===== src/rtl/cmd_sched_pkg.sv =====
// rtl/cmd_sched_pkg.sv - shared constants and state types for the command scheduler
package cmd_sched_pkg;

  localparam int          CMD_W       = 16;
  localparam logic [7:0]  ACK_DEFAULT = 8'hA5;
  localparam logic [7:0]  NAK_DEFAULT = 8'h5A;

  typedef enum logic {
    IDLE = 1'b0,
    BUSY = 1'b1
  } disp_state_t;

  typedef enum logic {
    TX_IDLE = 1'b0,
    TX_WAIT = 1'b1
  } tx_state_t;

endpackage


===== src/rtl/cmd_fifo.sv =====
// rtl/cmd_fifo.sv - DEPTH x W synchronous FIFO with combinational head and occupancy count
module cmd_fifo #(
  parameter int DEPTH = 4,
  parameter int W     = 16
) (
  input  logic                       i_clk,
  input  logic                       i_rst_n,
  input  logic                       i_push,
  input  logic                       i_pop,
  input  logic [W-1:0]               i_din,
  output logic [W-1:0]               o_dout,
  output logic                       o_full,
  output logic                       o_empty,
  output logic [$clog2(DEPTH):0]     o_count
);

  localparam int AW = $clog2(DEPTH);
  localparam int CW = AW + 1;

  logic [W-1:0]  r_mem [DEPTH];
  logic [AW-1:0] r_wr_ptr;
  logic [AW-1:0] r_rd_ptr;
  logic [CW-1:0] r_count;
  logic          w_do_push;
  logic          w_do_pop;

  assign o_full  = (r_count == CW'(DEPTH));
  assign o_empty = (r_count == '0);
  assign o_count = r_count;
  assign o_dout  = r_mem[r_rd_ptr];

  // A push into a full FIFO is legal only when the head leaves in the same cycle.
  assign w_do_pop  = i_pop & ~o_empty;
  assign w_do_push = i_push & (~o_full | w_do_pop);

  always_ff @(posedge i_clk) begin
    if (w_do_push) begin
      r_mem[r_wr_ptr] <= i_din;
    end
  end

  always_ff @(posedge i_clk) begin
    if (!i_rst_n) begin
      r_wr_ptr <= '0;
      r_rd_ptr <= '0;
      r_count  <= '0;
    end else begin
      if (w_do_push) r_wr_ptr <= r_wr_ptr + 1'b1;
      if (w_do_pop)  r_rd_ptr <= r_rd_ptr + 1'b1;
      r_count <= r_count + CW'(w_do_push) - CW'(w_do_pop);
    end
  end

endmodule


===== src/rtl/cmd_sched.sv =====
// rtl/cmd_sched.sv - buffers wrapper commands, dispatches them one at a time, returns ACK/NAK bytes
module cmd_sched
  import cmd_sched_pkg::*;
#(
  parameter int         DEPTH = 4,
  parameter logic [7:0] ACK   = ACK_DEFAULT,
  parameter logic [7:0] NAK   = NAK_DEFAULT
) (
  input  logic              i_clk,
  input  logic              i_rst_n,
  input  logic              i_cmd_rdy,
  input  logic [CMD_W-1:0]  i_cmd,
  output logic              o_clr_cmd_rdy,
  output logic              o_trmt,
  output logic [7:0]        o_resp,
  input  logic              i_tx_done,
  output logic              o_cmd_vld,
  output logic [CMD_W-1:0]  o_cmd_out,
  input  logic              i_cmd_accept,
  input  logic              i_cmd_cmplt,
  output logic              o_busy,
  output logic              o_overflow
);

  localparam int FCW = $clog2(DEPTH) + 1;
  localparam int RW  = $clog2(DEPTH + 2);
  localparam logic [RW-1:0] R_MAX = '1;

  disp_state_t      r_disp;
  tx_state_t        r_tx;
  logic             r_clr;
  logic             r_trmt;
  logic [7:0]       r_resp;
  logic             r_ovf;
  logic [RW-1:0]    r_ack_cnt;
  logic [RW-1:0]    r_nak_cnt;

  logic [CMD_W-1:0] w_head;
  logic             w_full;
  logic             w_empty;
  logic [FCW-1:0]   w_count;
  logic             w_ingest;
  logic             w_pop;
  logic             w_push;
  logic             w_drop;
  logic             w_cmd_vld;
  logic             w_ack_inc;
  logic             w_nak_avail;
  logic             w_ack_avail;
  logic             w_tx_start;
  logic             w_nak_dec;
  logic             w_ack_dec;

  // r_clr masks the cycle in which the wrapper still shows the level we just consumed.
  assign w_ingest  = i_cmd_rdy & ~r_clr;
  assign w_cmd_vld = (r_disp == IDLE) & ~w_empty;
  assign w_pop     = w_cmd_vld & i_cmd_accept;
  assign w_push    = w_ingest & ((w_count < FCW'(DEPTH)) | w_pop);
  assign w_drop    = w_ingest & w_full & ~w_pop;
  assign w_ack_inc = (r_disp == BUSY) & i_cmd_cmplt;

  // Same-cycle events count as pending so a response can start without a counter round trip.
  assign w_nak_avail = (r_nak_cnt != '0) | w_drop;
  assign w_ack_avail = (r_ack_cnt != '0) | w_ack_inc;
  assign w_tx_start  = (r_tx == TX_IDLE) & (w_nak_avail | w_ack_avail);
  assign w_nak_dec   = w_tx_start & w_nak_avail;
  assign w_ack_dec   = w_tx_start & ~w_nak_avail;

  cmd_fifo #(
    .DEPTH (DEPTH),
    .W     (CMD_W)
  ) u_fifo (
    .i_clk   (i_clk),
    .i_rst_n (i_rst_n),
    .i_push  (w_push),
    .i_pop   (w_pop),
    .i_din   (i_cmd),
    .o_dout  (w_head),
    .o_full  (w_full),
    .o_empty (w_empty),
    .o_count (w_count)
  );

  always_ff @(posedge i_clk) begin
    if (!i_rst_n) begin
      r_clr  <= 1'b0;
      r_ovf  <= 1'b0;
      r_disp <= IDLE;
    end else begin
      r_clr <= w_ingest;
      r_ovf <= r_ovf | w_drop;
      unique case (r_disp)
        IDLE:    if (w_pop)       r_disp <= BUSY;
        BUSY:    if (i_cmd_cmplt) r_disp <= IDLE;
        default: r_disp <= IDLE;
      endcase
    end
  end

  always_ff @(posedge i_clk) begin
    if (!i_rst_n) begin
      r_nak_cnt <= '0;
      r_ack_cnt <= '0;
    end else begin
      if (w_drop && !w_nak_dec) begin
        if (r_nak_cnt != R_MAX) r_nak_cnt <= r_nak_cnt + 1'b1;
      end else if (w_nak_dec && !w_drop) begin
        r_nak_cnt <= r_nak_cnt - 1'b1;
      end
      if (w_ack_inc && !w_ack_dec) begin
        if (r_ack_cnt != R_MAX) r_ack_cnt <= r_ack_cnt + 1'b1;
      end else if (w_ack_dec && !w_ack_inc) begin
        r_ack_cnt <= r_ack_cnt - 1'b1;
      end
    end
  end

  // tx_done is ignored while r_trmt is high so a level left over from the previous byte cannot end this one.
  always_ff @(posedge i_clk) begin
    if (!i_rst_n) begin
      r_tx   <= TX_IDLE;
      r_trmt <= 1'b0;
      r_resp <= 8'h00;
    end else begin
      r_trmt <= w_tx_start;
      unique case (r_tx)
        TX_IDLE: begin
          if (w_tx_start) begin
            r_tx   <= TX_WAIT;
            r_resp <= w_nak_avail ? NAK : ACK;
          end
        end
        TX_WAIT: if (!r_trmt && i_tx_done) r_tx <= TX_IDLE;
        default: r_tx <= TX_IDLE;
      endcase
    end
  end

  assign o_clr_cmd_rdy = r_clr;
  assign o_trmt        = r_trmt;
  assign o_resp        = r_resp;
  assign o_cmd_vld     = w_cmd_vld;
  assign o_cmd_out     = w_cmd_vld ? w_head : '0;
  assign o_busy        = (r_disp == BUSY);
  assign o_overflow    = r_ovf;

endmodule


===== config.mk =====
export PLATFORM = sky130hd
export DESIGN_NAME = cmd_sched
export DESIGN_NICKNAME = d
export VERILOG_FILES = /design/src/rtl/cmd_sched_pkg.sv /design/src/rtl/cmd_fifo.sv /design/src/rtl/cmd_sched.sv
export SDC_FILE = /design/constraint.sdc
export NUM_CORES = 1
export LEC_CHECK = 0
export CAP_MARGIN = 20
export CORE_MARGIN = 2
export CORE_UTILIZATION = 30
export DETAILED_ROUTE_END_ITERATION = 6
export PLACE_DENSITY = 0.51
export SKIP_CTS_REPAIR_TIMING = 1
export SYNTH_ARGS = -nofsm -noshare
export SYNTH_HDL_FRONTEND = slang
export SYNTH_SLANG_ARGS = --single-unit

===== constraint.sdc =====
create_clock -name i_clk -period 3 [get_ports i_clk]
set_input_delay 0.6 -clock i_clk [delete_from_list [all_inputs] [get_ports i_clk]]
set_output_delay 0.6 -clock i_clk [all_outputs]
set_load 0.01 [all_outputs]

* Word-level counts from Yosys, hierarchy flattened
Memory sizes are Yosys's and may differ from the RTL's. A register that Yosys moved wholly into a read port is not among the register bits.
Index checks and enable logic that the tools add are counted.
** Operators by class
- $add $sub $neg :: 8
- Magnitude comparators :: 1
- Eq/ne operators :: 5
- Muxes and demuxes :: 18
- Bitwise gates (word level) :: 25
- Reductions and logical operators :: 18
** Operator list (number)
- $mux 3 :: 6
- $mux 16 :: 1
- $and 1x1->1 :: 12
- $mux 8 :: 1
- $not 1->1 :: 7
- $add 3x1->3 const B :: 2
- $mux 1 :: 6
- $ne 3x3->1 const B :: 2
- $or 1x1->1 :: 6
- $reduce_and 2->1 :: 3
- $reduce_bool 3->1 :: 2
- $sub 3x1->3 const B :: 2
- $logic_and 1x1->1 :: 5
- $logic_not 1->1 :: 5
- $add 2x1->2 const B :: 2
- $mux 2 :: 2
- $ne 2x1->1 const B :: 2
- $pmux 1 s2 :: 2
- $reduce_bool 2->1 :: 2
- $add 3x1->3 :: 1
- $eq 3x3->1 const B :: 1
- $logic_not 3->1 :: 1
- $lt 3x3->1 const B :: 1
- $sub 3x1->3 :: 1
** Word-level totals
- Register bits :: 26
- Memory bits (writable) :: 64
- Output and inout port bits :: 29
- Memories kept :: 1
** Memories
- u_fifo.r_mem :: depth 4, bits a word 16, rd ports 1, clocked after Yosys merged registers in 1, write ports 1, line cmd_fifo.sv:20 : logic [W-1:0] r_mem [DEPTH];

* Longest topological paths before layout
- Word-level depth :: 14
- Gate-level depth with buffers :: 12
- Gate-level depth less buffers :: 11

* Hierarchy
A second synthesis with hierarchy kept.
** Second synthesis, totals
- Cells, all modules :: 234
- Area total of the unflattened synthesis :: 3712.3 um2
** By module, submodules not included
- cmd_fifo :: times used 1, cells an instance 131, area each 2815.2 um2
- cmd_sched :: times used 1, cells an instance 103, area each 897.1 um2

* Least setup slack after synthesis
Ideal clock, no wire load.
- Path kind :: register to register
- Start point :: reg u_fifo.r_count[2] (netlist: u_fifo.o_count[2])
- End point :: reg u_fifo.r_count[2] (netlist: u_fifo.o_count[2])
- Arrival time :: 2.077 ns
- Data required time :: 2.872 ns
- Slack :: 0.796 ns
- Stages on the path, launching flop included :: 13
- Buffers on the path :: 1
- Period minus slack after synthesis :: 2.204 ns
- Path through :: dfxtp_1 -> clkbuf_2 -> nor3_1 -> nor2_1 -> nand2_1 -> inv_1 -> ha_1 -> inv_1 -> ha_1 -> fa_1 -> xnor2_1 -> xnor2_1 -> nor2_1
** On the way
- Longest elaborated chain between the ends :: 9
- Elaborated cells between the ends (all ways) :: 14
- Those cells by class :: add/sub: 2; order compare: 1; eq/ne: 1; bitwise: 9; reduce/logical: 1
** RTL lines
- from (decl) :: line cmd_fifo.sv:23 : logic [CW-1:0] r_count;
- from (signal assigned) :: line cmd_fifo.sv:50 : r_count <= r_count + CW'(w_do_push) - CW'(w_do_pop);
- $logic_not 3->1 (*) :: line cmd_fifo.sv:28 : assign o_empty = (r_count == '0);
- $not 1->1 (*) :: line cmd_fifo.sv:33, cmd_sched.sv:56
- $and 1x1->1 :: line cmd_sched.sv:56 : assign w_cmd_vld = (r_disp == IDLE) & ~w_empty;
- $and 1x1->1 :: line cmd_sched.sv:57 : assign w_pop = w_cmd_vld & i_cmd_accept;
- $and 1x1->1 (*) :: line cmd_fifo.sv:33 : assign w_do_pop = i_pop & ~o_empty;
- via u_fifo.w_do_pop :: line cmd_fifo.sv:25 : logic w_do_pop;
- $or 1x1->1 :: line cmd_fifo.sv:34 : assign w_do_push = i_push & (~o_full | w_do_pop);
- $and 1x1->1 :: line cmd_fifo.sv:34
- $add 3x1->3 :: line cmd_fifo.sv:50
- $sub 3x1->3 (*) :: line cmd_fifo.sv:50
Mark *: on every way through the listed nets, which the timed path passes. The rest lies on a longest branch.
A chain may end at the register's enable or synchronous reset.

==> summary.txt <==
Run status
  – Status: complete, no violations

Cells and area
  – Final nets: between 300 and 400
  – ANT cells: 0
  – Post-route cell area: 4590 um^2
  – Fill cells: 1075
  – Commonest non-fill, non-tap cell in the layout: edfxtp_1
  – Most frequent cells in the layout: edfxtp_1, clkdlybuf4s50_1, and2_1, dfxtp_1, mux4_2
  – Layout cells sized above 1: 17.1%
  – Area Overhead vs Synth: 27.9%

Logic synthesis
  – Synth Cell Area: 3590 um^2
  – #FFs+latches synth: 86
  – Post-synthesis sequential area ratio: about two thirds
  – Yosys cell types: 36
  – Total nets after synthesis: around 260
  – Yosys warning total: 0
  – Syn Inst Count: 228
  – Post-Syn Area per Cell: 15.7 um^2

CTS
  – H-tree depth: 3
  – Later-pin clock latency in the skew report: roughly 0.33 ns
  – Worst-path clk slew: 0.06 ns
  – Inserted Clock Buffers: 9
  – Longest Clk Path Bufs: 2
  – Root buffer cell: clkbuf_16
  – CTS sink cnt: 86
  – CTS tree: yes

Hold path
  – Hold Path Class: reg -> reg
  – Hold Path Sink: o_overflow$_SDFF_PN0_
  – Hold wc startpoint: o_overflow$_SDFF_PN0_
  – Worst hold stages: 2

Routing
  – Vias/cell: 4.55
  – Number of routed nets with antenna violations: 0
  – Starting DRT DRC Count: 89
  – DR vias: 1955
  – DR DRC count: 0
  – Final wirelength: about 6.5 mm
  – First drt pass iteration count: 6
  – WL per Instance: between 15 and 20 um

Critical path
  – Crit path DAT: 2.04 ns
  – Crit path buf inv count: 2
  – Crit path max-delay family: buffers and inverters
  – Critical-path cell list: buf_12 -> mux4_2 -> and2_1 -> clkdlybuf4s50_1
  – CP Launch Type: register
  – Worst Path Required: 2.40 ns
  – R2R depth: 11
  – CP max-delay cell: mux4_2
  – WS Path Type: reg -> out
  – RR Endpoint: u_fifo.o_count[2]$_SDFF_PN0_
  – Reg2reg start: u_fifo.o_count[2]$_SDFF_PN0_
  – WP depth: 4
  – Peak per-stage delay on the critical path: roughly 0.5 ns
  – Critical Path Fanout Max: 16
  – R2R Setup Slk: between 0.7 and 0.8 ns
  – CP endpoint kind: output port

Timing
  – RSZ-0062 raised after global routing: no
  – Final period util: 88.0%
  – Achievable Freq: 379 MHz
  – Rel. slew slack: 65.5%
  – Total Neg Setup Slack: 0 ns
  – Crit path time final: 2.64 ns
  – Final Hold Viols: 0
  – Clock skew: 0.00769 ns
  – Worst hold margin: 0.459 ns
  – Worst Tran Pin Value: just over 0.5 ns
  – Final Setup Violations: 0
  – Final slew viol count: 0

Pwr
  – Pwr dens: 881 nW/um^2
  – VDD IR max: 0.000368 V
  – P_leak: approximately 1.6 nW
  – Pwr Total: about 0.004 W

Die
  – Die width: around 110 um
  – I/O pin count: between 50 and 60
  – Die area: between 10000 and 15000 um^2
  – Die Y-Extent: roughly 110 um
  – Starting density of the core: a little under a third
  – # rows: 39
  – CORE AREA: 11600 um^2

Global routing
  – Number of global-route vias before repair: a little over 2k
  – Initial antenna violation count: 0
  – GR Util All Layers: 10.5%
  – Pin count of the biggest net entering global routing: 19
  – First-pass GRT wire length: 10.3 mm
  – Total global routing overflow: 0

Placed design
  – Placed cell area: 4270 um^2
  – Gpl congestion: between 0.6 and 0.7
  – Post-DP HPWL: 4.25 mm
  – IO Port Bufs: 50

Run
  – Maxcap violations: 0
==> where the power goes <==
group	total, W	switching (W)	internal, W	leakage, nW
registers	0.00155	0.000121	0.00142	0.765
logic	0.00131	0.000570	0.000740	0.661
clock network	0.00119	0.000453	0.000739	0.161
==> state kept, by name (all words and copies together) (netlist names), named ones only <==
register         cells
o_busy               1
o_clr_cmd_rdy        1
o_overflow           1
o_resp               2
o_trmt               1
r_ack_cnt            3
r_nak_cnt            3
r_tx                 1
u_fifo.o_count       3
u_fifo.r_mem        64
u_fifo.r_rd_ptr      2
u_fifo.r_wr_ptr      2
==> worst max path at each step <==
stage | startpoint | endpoint | slack (ns)
final | register | o_cmd_out[5] | 0.36
after global routing | register | o_cmd_out[14] | 0.26
after CTS | register | o_cmd_out[3] | 0.33
after detailed placement | i_cmd_cmplt | r_ack_cnt[2]$_SDFFE_PN0P_ | 0.21
after global placement | i_cmd_cmplt | r_ack_cnt[2]$_SDFFE_PN0P_ | 0.26
after floorplan | u_fifo.o_count[2]$_SDFF_PN0_ | u_fifo.o_count[2]$_SDFF_PN0_ | 0.80
==> logic make-up (layout without fill, tap and decap cells) <==
| kind of cell | Yosys count | count (layout) | share of synthesized area [%] |
|---|---|---|---|
| fa+ha+maj | 9 | 9 | 3.76 |
| xor+xnor | 7 | 7 | 1.71 |
| simple gates | 67 | 67 | 10.6 |
| buf+inv | 24 | 83 | 3.34 |
| flops | 86 | 86 | 65.8 |
| compound gates | 12 | 12 | 2.68 |
| mux | 23 | 23 | 12.1 |
==> worst register-to-register path, stage by stage, from the launching register on <==
cell	delay, ns
dfxtp_1	0.39
nor3_1	0.22
nor2_1	0.07
nand2_1	0.14
inv_1	0.06
ha_1	0.27
inv_1	0.04
ha_1	0.18
fa_1	0.38
xnor2_1	0.18
xnor2_1	0.14
nor2_1	0.05
==> area by class of cell <==
cell class                      count  area [um^2]  share of cell area (%)
Clock buffer                        9          225                    4.90
Timing Repair Buffer               58          586                    12.7
Inverter                            9         33.8                   0.735
Tap cell                          143          179                    3.89
Multi-Input combinational cell    118         1110                    24.1
Sequential cell                    86         2360                    51.4
Clock inverter                      7          100                    2.18
==> synth_stat cells <==
cell type  number  area, um^2
nand3_2         2        20.0
ha_1            6        75.1
fa_1            3        60.1
a21oi_2         1        8.76
buf_1           1        3.75
mux4_2         16         360
a21oi_1         5        25.0
clkbuf_2        2        10.0
nor3b_1         1        7.51
nor2_2          1        6.26
a2111oi_4       1        27.5
buf_2           1        5.00
nand2b_2        1        8.76
and2_1         23         144
nand2_1         9        33.8
a31oi_1         1        6.26
nand3b_1        1        7.51
nor4b_4         1        23.8
o21ai_0         2        10.0
nor2_1         15        56.3
xor2_1          3        26.3
nand4_1         1        6.26
nor2b_1         1        6.26
a311o_1         1        10.0
mux2i_2         1        13.8
xnor2_1         4        35.0
mux2i_1         6        60.1
clkbuf_1        4        15.0
nand2b_1        5        31.3
buf_4           7        52.6
o21ai_2         1        8.76
edfxtp_1       64        1920
nand3_1         4        20.0
inv_1           9        33.8
nor3_1          2        10.0
dfxtp_1        22         440
==> stage by stage <==
step | cells | utilization, % | setup slack, ns
2_1_floorplan | 228 | - | 0.796
3_3_place_gp | 414 | 36.9 | 0.264
3_5_place_dp | 414 | 36.9 | 0.211
4_1_cts | 430 | 39.7 | 0.328
5_1_grt | 430 | 39.7 | 0.257
6_report | 430 | 39.7 | 0.359
==> routing by layer <==
layer	share of wire, %	routed length (um)	GRT usage, %	up-vias
met2	48	3080	17.5	46
met4	1.1	74	3.66	0
met1	47	3050	13.1	964
met5	0	0	0	-
met3	4.2	274	3.19	6
li1	-	-	-	939
(Power assumes the default switching activity.)
